$ cat config.mk
export PLATFORM = sky130hd
export DESIGN_NAME = acquisition_controller
export DESIGN_NICKNAME = d
export VERILOG_FILES = /design/src/rtl/acquisition_controller.sv
export SDC_FILE = /design/constraint.sdc
export NUM_CORES = 1
export LEC_CHECK = 0
export BUFFER_PORTS_ARGS = -buffer_cell sky130_fd_sc_hd__clkbuf_2
export CORE_ASPECT_RATIO = 1.25
export CORE_MARGIN = 2
export CORE_UTILIZATION = 30
export DETAILED_ROUTE_END_ITERATION = 7
export PLACE_DENSITY = 0.57
export SYNTH_ARGS = -nofsm -noshare
export SYNTH_HDL_FRONTEND = slang
export SYNTH_SLANG_ARGS = --single-unit
$ cat constraint.sdc
create_clock -name CLOCK -period 2.3 [get_ports CLOCK]
set_clock_uncertainty 0.1 [all_clocks]
set_input_delay 0.115 -clock CLOCK [delete_from_list [all_inputs] [get_ports CLOCK]]
set_output_delay 0.115 -clock CLOCK [all_outputs]
set_load 0.01 [all_outputs]
$ cat src/rtl/acquisition_controller.sv
// Acquisition sequencer: arms on START, optionally waits for an index edge, streams
// disc-reader bytes into RAM, and stops on abort, index count or RAM full.
module acquisition_controller #(
  parameter int ADDR_BITS = 19,
  parameter int IDX_BITS  = 8
) (
  input  logic                 CLOCK,
  input  logic                 RESET,
  input  logic                 START,
  input  logic                 ABORT,
  input  logic                 WAIT_INDEX,
  input  logic [IDX_BITS-1:0]  IDX_COUNT,
  input  logic                 INDEX,
  input  logic                 MDR_WRITE,
  input  logic [7:0]           MDR_DATA,
  output logic                 MDR_RUN,
  output logic [ADDR_BITS-1:0] RAM_ADDR,
  output logic [7:0]           RAM_DATA,
  output logic                 RAM_WE,
  output logic                 BUSY,
  output logic                 WAITING,
  output logic                 DONE,
  output logic [2:0]           STATUS
);

  typedef enum logic [1:0] {
    ST_IDLE     = 2'd0,
    ST_WAIT_IDX = 2'd1,
    ST_ACQ      = 2'd2,
    ST_FLUSH    = 2'd3
  } state_t;

  localparam logic [ADDR_BITS-1:0] ADDR_MAX  = {ADDR_BITS{1'b1}};
  localparam logic [ADDR_BITS-1:0] ADDR_ONE  = {{(ADDR_BITS-1){1'b0}}, 1'b1};
  localparam logic [ADDR_BITS-1:0] ADDR_ZERO = {ADDR_BITS{1'b0}};
  localparam logic [IDX_BITS-1:0]  IDX_ONE   = {{(IDX_BITS-1){1'b0}}, 1'b1};
  localparam logic [IDX_BITS-1:0]  IDX_ZERO  = {IDX_BITS{1'b0}};

  state_t                 state_q, state_d;
  logic                   flush_q, flush_d;
  logic                   index_prev_q;
  logic [IDX_BITS-1:0]    idx_cnt_q, idx_cnt_d;
  logic [ADDR_BITS-1:0]   addr_q, addr_d;
  logic [7:0]             data_q, data_d;
  logic                   we_q, we_d;
  logic                   full_q, full_d;
  logic                   run_q, run_d;
  logic                   busy_q, busy_d;
  logic                   waiting_q, waiting_d;
  logic                   done_q, done_d;
  logic [2:0]             status_q, status_d;

  logic                   index_rise_s;
  logic                   full_land_s;
  logic                   write_accept_s;
  logic                   idx_hit_s;
  logic [IDX_BITS-1:0]    idx_next_s;

  // A write landing on the top address marks RAM full and blocks the strobe in the same cycle
  assign index_rise_s   = INDEX & ~index_prev_q;
  assign full_land_s    = we_q & (addr_q == ADDR_MAX);
  assign write_accept_s = MDR_WRITE & ((state_q == ST_ACQ) | (state_q == ST_FLUSH))
                          & ~full_q & ~full_land_s;
  assign idx_next_s     = idx_cnt_q + IDX_ONE;
  assign idx_hit_s      = (state_q == ST_ACQ) & index_rise_s & ~ABORT
                          & (IDX_COUNT != IDX_ZERO) & (idx_next_s == IDX_COUNT);

  // State register
  always_ff @(posedge CLOCK or negedge RESET) begin
    if (!RESET) begin
      state_q <= ST_IDLE;
      flush_q <= 1'b0;
    end else begin
      state_q <= state_d;
      flush_q <= flush_d;
    end
  end

  // Next-state logic; flush_q marks the second FLUSH cycle
  always_comb begin
    state_d = state_q;
    flush_d = 1'b0;
    case (state_q)
      ST_IDLE: begin
        if (START) begin
          state_d = WAIT_INDEX ? ST_WAIT_IDX : ST_ACQ;
        end else begin
          state_d = ST_IDLE;
        end
      end
      ST_WAIT_IDX: begin
        if (ABORT) begin
          state_d = ST_FLUSH;
        end else if (index_rise_s) begin
          state_d = ST_ACQ;
        end else begin
          state_d = ST_WAIT_IDX;
        end
      end
      ST_ACQ: begin
        if (ABORT || idx_hit_s || full_land_s) begin
          state_d = ST_FLUSH;
        end else begin
          state_d = ST_ACQ;
        end
      end
      ST_FLUSH: begin
        if (flush_q) begin
          state_d = ST_IDLE;
        end else begin
          state_d = ST_FLUSH;
          flush_d = 1'b1;
        end
      end
      default: begin
        state_d = ST_IDLE;
      end
    endcase
  end

  // Output and datapath next values; START clearing overrides a late full landing in IDLE
  always_comb begin
    we_d      = write_accept_s;
    data_d    = write_accept_s ? MDR_DATA : data_q;
    addr_d    = (we_q && (addr_q != ADDR_MAX)) ? (addr_q + ADDR_ONE) : addr_q;
    idx_cnt_d = idx_cnt_q;
    full_d    = full_q | full_land_s;
    status_d  = status_q;
    if (full_land_s) begin
      status_d[1] = 1'b1;
    end else begin
      status_d[1] = status_q[1];
    end
    case (state_q)
      ST_IDLE: begin
        if (START) begin
          addr_d    = ADDR_ZERO;
          idx_cnt_d = IDX_ZERO;
          status_d  = 3'b000;
          full_d    = 1'b0;
        end else begin
          idx_cnt_d = idx_cnt_q;
        end
      end
      ST_WAIT_IDX: begin
        if (ABORT) begin
          status_d[2] = 1'b1;
        end else begin
          status_d[2] = status_q[2];
        end
      end
      ST_ACQ: begin
        if (index_rise_s) begin
          idx_cnt_d = idx_next_s;
        end else begin
          idx_cnt_d = idx_cnt_q;
        end
        if (ABORT) begin
          status_d[2] = 1'b1;
        end else if (idx_hit_s) begin
          status_d[0] = 1'b1;
        end else begin
          status_d[0] = status_q[0];
        end
      end
      ST_FLUSH: begin
        idx_cnt_d = idx_cnt_q;
      end
      default: begin
        idx_cnt_d = idx_cnt_q;
      end
    endcase
    run_d     = (state_d == ST_ACQ);
    busy_d    = (state_d != ST_IDLE);
    waiting_d = (state_d == ST_WAIT_IDX);
    done_d    = (state_q == ST_FLUSH) && flush_q;
  end

  // Datapath and registered outputs
  always_ff @(posedge CLOCK or negedge RESET) begin
    if (!RESET) begin
      index_prev_q <= 1'b0;
      idx_cnt_q    <= IDX_ZERO;
      addr_q       <= ADDR_ZERO;
      data_q       <= 8'h00;
      we_q         <= 1'b0;
      full_q       <= 1'b0;
      run_q        <= 1'b0;
      busy_q       <= 1'b0;
      waiting_q    <= 1'b0;
      done_q       <= 1'b0;
      status_q     <= 3'b000;
    end else begin
      index_prev_q <= INDEX;
      idx_cnt_q    <= idx_cnt_d;
      addr_q       <= addr_d;
      data_q       <= data_d;
      we_q         <= we_d;
      full_q       <= full_d;
      run_q        <= run_d;
      busy_q       <= busy_d;
      waiting_q    <= waiting_d;
      done_q       <= done_d;
      status_q     <= status_d;
    end
  end

  assign MDR_RUN  = run_q;
  assign RAM_ADDR = addr_q;
  assign RAM_DATA = data_q;
  assign RAM_WE   = we_q;
  assign BUSY     = busy_q;
  assign WAITING  = waiting_q;
  assign DONE     = done_q;
  assign STATUS   = status_q;

endmodule

==> results.py <==
metrics = {
    "yosys": {
        "yosys.area_share.simple": 0.234,
        "synth_cell_type_count": 46,
        "synth-edff-count": 0,
        "yosys-top-cells-count": "48 x dfrtp_1, 27 x nor2_1, 22 x nand2_1",
        "synthMostInstantiatedCell": "dfrtp_1",
        "async_reset_ff_frac": 1.00,
        "synth.area.mux_share": 0.0400,
        "netlist_area_um2": 2500,
        "synth-xor-area-share": 0.0965,
        "synth_top_family_by_area": "simple AND/OR/NAND/NOR gates",
        "synth_ff_type": "dfrtp_1",
        "syn_nets": 274,
        "synth_top_area_frac": 0.480,
        "synth-seq-cells": 48,
        "synth_area_leaders": "dfrtp_1 48%, xor2_1 5.6%, nor2_1 4.1%",
        "yosysSeqAreaShare": 0.480,
        "synth_compound_gate_area_share": 0.101,
        "netlist_instances": 245,
        "ys_warn_count": 0,
        "synth_adder_area_share": 0.0300,
        "postSynthAreaPerCell_um2": 10.2,
        "synth_largest_area_cell": "dfrtp_1",
    },
    "routing": {
        "ant_nets": 0,
        "drt_wl_total_um": 5630,
        "drc": 0,
        "first_pass_iters": 4,
        "first_iter_violations": 87,
        "wire_per_inst_um": 13.6,
        "viasPerCell": 4.91,
        "via_count": 2033,
    },
    "critical_path": {
        "cp_num_buf_inv": 0,
        "critPathCapture": "RAM_DATA[7]$_DFFE_PN0P_",
        "required_ns": 2.39,
        "crit_path_max_incr_delay_ns": 0.43,
        "critPathTopFamily": "simple AND/OR/NAND/NOR gates",
        "ff2ff_setup_slack_ns": 0.30,
        "arrival_ns": 2.09,
        "crit_chain": "ha_1 -> nand3_1 -> nor3_4 -> nor3_4 -> mux2_2",
        "critPathLaunch": "RAM_ADDR[0]$_DFF_PN0_",
        "crit_type": "reg2reg",
        "cp-start-kind": "flip-flop",
        "rr_startpoint": "RAM_ADDR[0]$_DFF_PN0_",
        "r2r-end": "RAM_DATA[7]$_DFFE_PN0P_",
        "reg2reg_depth": 5,
        "cp.depth": 5,
        "cp-end-kind": "flip-flop",
        "path_max_fanout": 9,
        "critPathMostFrequentCell": "nor3_4",
        "cpMaxStageDelayCell": "dfrtp_1",
    },
    "timing": {
        "drv_slew": 0,
        "rsz0062_at_grt": "no",
        "tns_ns": 0,
        "max_freq_ghz": 0.500,
        "hold_viol": 0,
        "tightest_slew_ns": 0.670,
        "fin_crit_sh": 0.869,
        "setup_viol": 0,
        "min_period_ns": 2.00,
        "max_slew_margin": 0.554,
    },
    "floorplanning": {
        "fp-row-count": 37,
        "die_x_um": 85.7,
        "ios": 58,
        "die_h_um": 106,
        "start_util": 0.307,
        "dieArea_um2": 9090,
        "core-area_um2": 8150,
    },
    "clock_network": {
        "clkTransAtPathRegs_ns": 0.09,
        "ctsHtreeMaxLevel": 2,
        "cts_setup_buffers": 0,
        "cts.sinks": 48,
        "cts_tree": "built",
        "clockRootBuffer": "clkbuf_8",
        "cts_resized": 0,
        "cts_buffer_depth": 2,
        "clock_latency_ns": 0.31,
        "numCtsBuffers": 5,
    },
    "grt": {
        "antenna_found_initial": 0,
        "grt_pass1_vias": 2046,
        "grt_usage": 0.131,
        "grt_max_degree": 27,
        "grt_pass1_wl_um": 9610,
        "grt_remaining_overflow": 0,
    },
    "cells_and_area": {
        "instances_no_fill": 414,
        "n_antenna_cell": 0,
        "layout.nets": 345,
        "final_area_um2": 3100,
        "postLayoutCoreUtil": 0.380,
        "syn2layout_area_growth_pct": 23.9,
        "final_layout_size_suffix_gt1_frac": 0.278,
    },
    "hold_path": {
        "holdPathStages": 3,
        "min_path_type": "in2reg",
    },
    "placed_design": {
        "dpl-instance-area_um2": 2910,
        "dp_hpwl_um": 4180,
        "io_buffers": 57,
        "gp_congestion": 0.873,
        "place_inst": 396,
    },
    "pwr": {
        "p_leak_nw": 1.44,
        "peakVddDrop_mv": 0.433,
        "powerDensity_nw_per_um2": 836,
    },
    "flow_run": {
        "drv_cap": 0,
    },
    "status": {
        "status": "completed",
    },
}
[kinds of logic (layout without fill, tap and decap cells)]
| kind of cell | count (synthesis) | count (layout) |
|---|---|---|
| mux | 9 | 9 |
| xor+xnor | 26 | 26 |
| flops | 48 | 48 |
| simple gates | 104 | 104 |
| buf+inv | 12 | 84 |
| fa+ha+maj | 6 | 6 |
| compound gates | 40 | 40 |
[power breakdown]
part           leakage (nW)  switching, W  internal [W]  total (W)
logic                 0.771      0.000517      0.000399   0.000916
registers             0.632      0.000136       0.00102    0.00116
clock network        0.0404      0.000301      0.000216   0.000517
total                  1.44      0.000954       0.00164    0.00259
[how the worst min path moves through the flow]
stage	start	endpoint	slack, ns
floorplan	RESET	BUSY$_DFF_PN0_	-0.28
global placement	RESET	RAM_ADDR[5]$_DFF_PN0_	0.09
detailed placement	RESET	RAM_ADDR[5]$_DFF_PN0_	0.09
CTS	ABORT	STATUS[2]$_DFFE_PN0P_	0.06
global route	MDR_WRITE	RAM_WE$_DFF_PN0_	0.08
finish	ABORT	STATUS[2]$_DFFE_PN0P_	0.06
[registers in the layout, summed over array words and instances, names as in the netlist, 2 cells and up]
name / cells
idx_cnt_q: 8
state_q: 2
RAM_ADDR: 19
RAM_DATA: 8
STATUS: 3
[cell type report]
cell class	instances	area, um^2
Timing Repair Buffer	70	408
Tap cell	97	121
Clock inverter	3	23.8
Inverter	6	22.5
Multi-Input combinational cell	185	1250
Sequential cell	48	1200
Fill cell	832	5050
Clock buffer	5	68.8
[through the flow]
stage	setup slack [ns]	hold slack [ns]	power (W)
after global placement	0.334	0.0874	0.00208
after detailed placement	0.300	0.0891	0.00209
after global routing	0.154	0.0801	0.00279
after CTS	0.291	0.0574	0.00263
final	0.300	0.0644	0.00259
after floorplan	0.442	-0.281	0.00175
[timing repair]
action,CTS,global route
hold buffers,10,0
endpoints found under the setup margin,0,0
endpoints found under the hold margin,33,0
[metal layers]
| layer | GRT usage | wire (um) | vias up |
|---|---|---|---|
| met5 | 0 | 0 | - |
| met4 | 0.0374 | 98 | 0 |
| met3 | 0.0256 | 250 | 9 |
| met2 | 0.228 | 2790 | 48 |
| met1 | 0.162 | 2490 | 964 |
| li1 | - | - | 1012 |
[worst min-delay path: cells and delay by family]
family | cells | cell delay (ns)
AO/OA/AOI/OAI | 2 | 0.18
buffers and inverters | 1 | 0.13
[layout by cell type (no fill, tap or decap), types with 2 or more instances in the layout]
master         netlist  final
clkbuf_2             0     57
nor3_4               2      2
nand2b_1             5      5
and2_1               2      2
inv_1                6      6
xnor2_1              9      9
a31oi_1              2      2
clkinvlp_4           0      2
dlygate4sd3_1        0     10
nand4_1              5      5
dfrtp_1             48     48
mux2_2               8      8
nand2_1             22     22
nor2b_1              2      2
o21ai_0             19     19
and3_1               3      3
and4_1               5      5
nand3_1             13     13
a21oi_1              8      8
buf_4                0      3
xor2_1              16     16
nor4_1               4      4
nor2_1              27     27
ha_1                 6      6
clkbuf_8             0      5
or3_1                4      4
(Power assumes the default switching activity.)
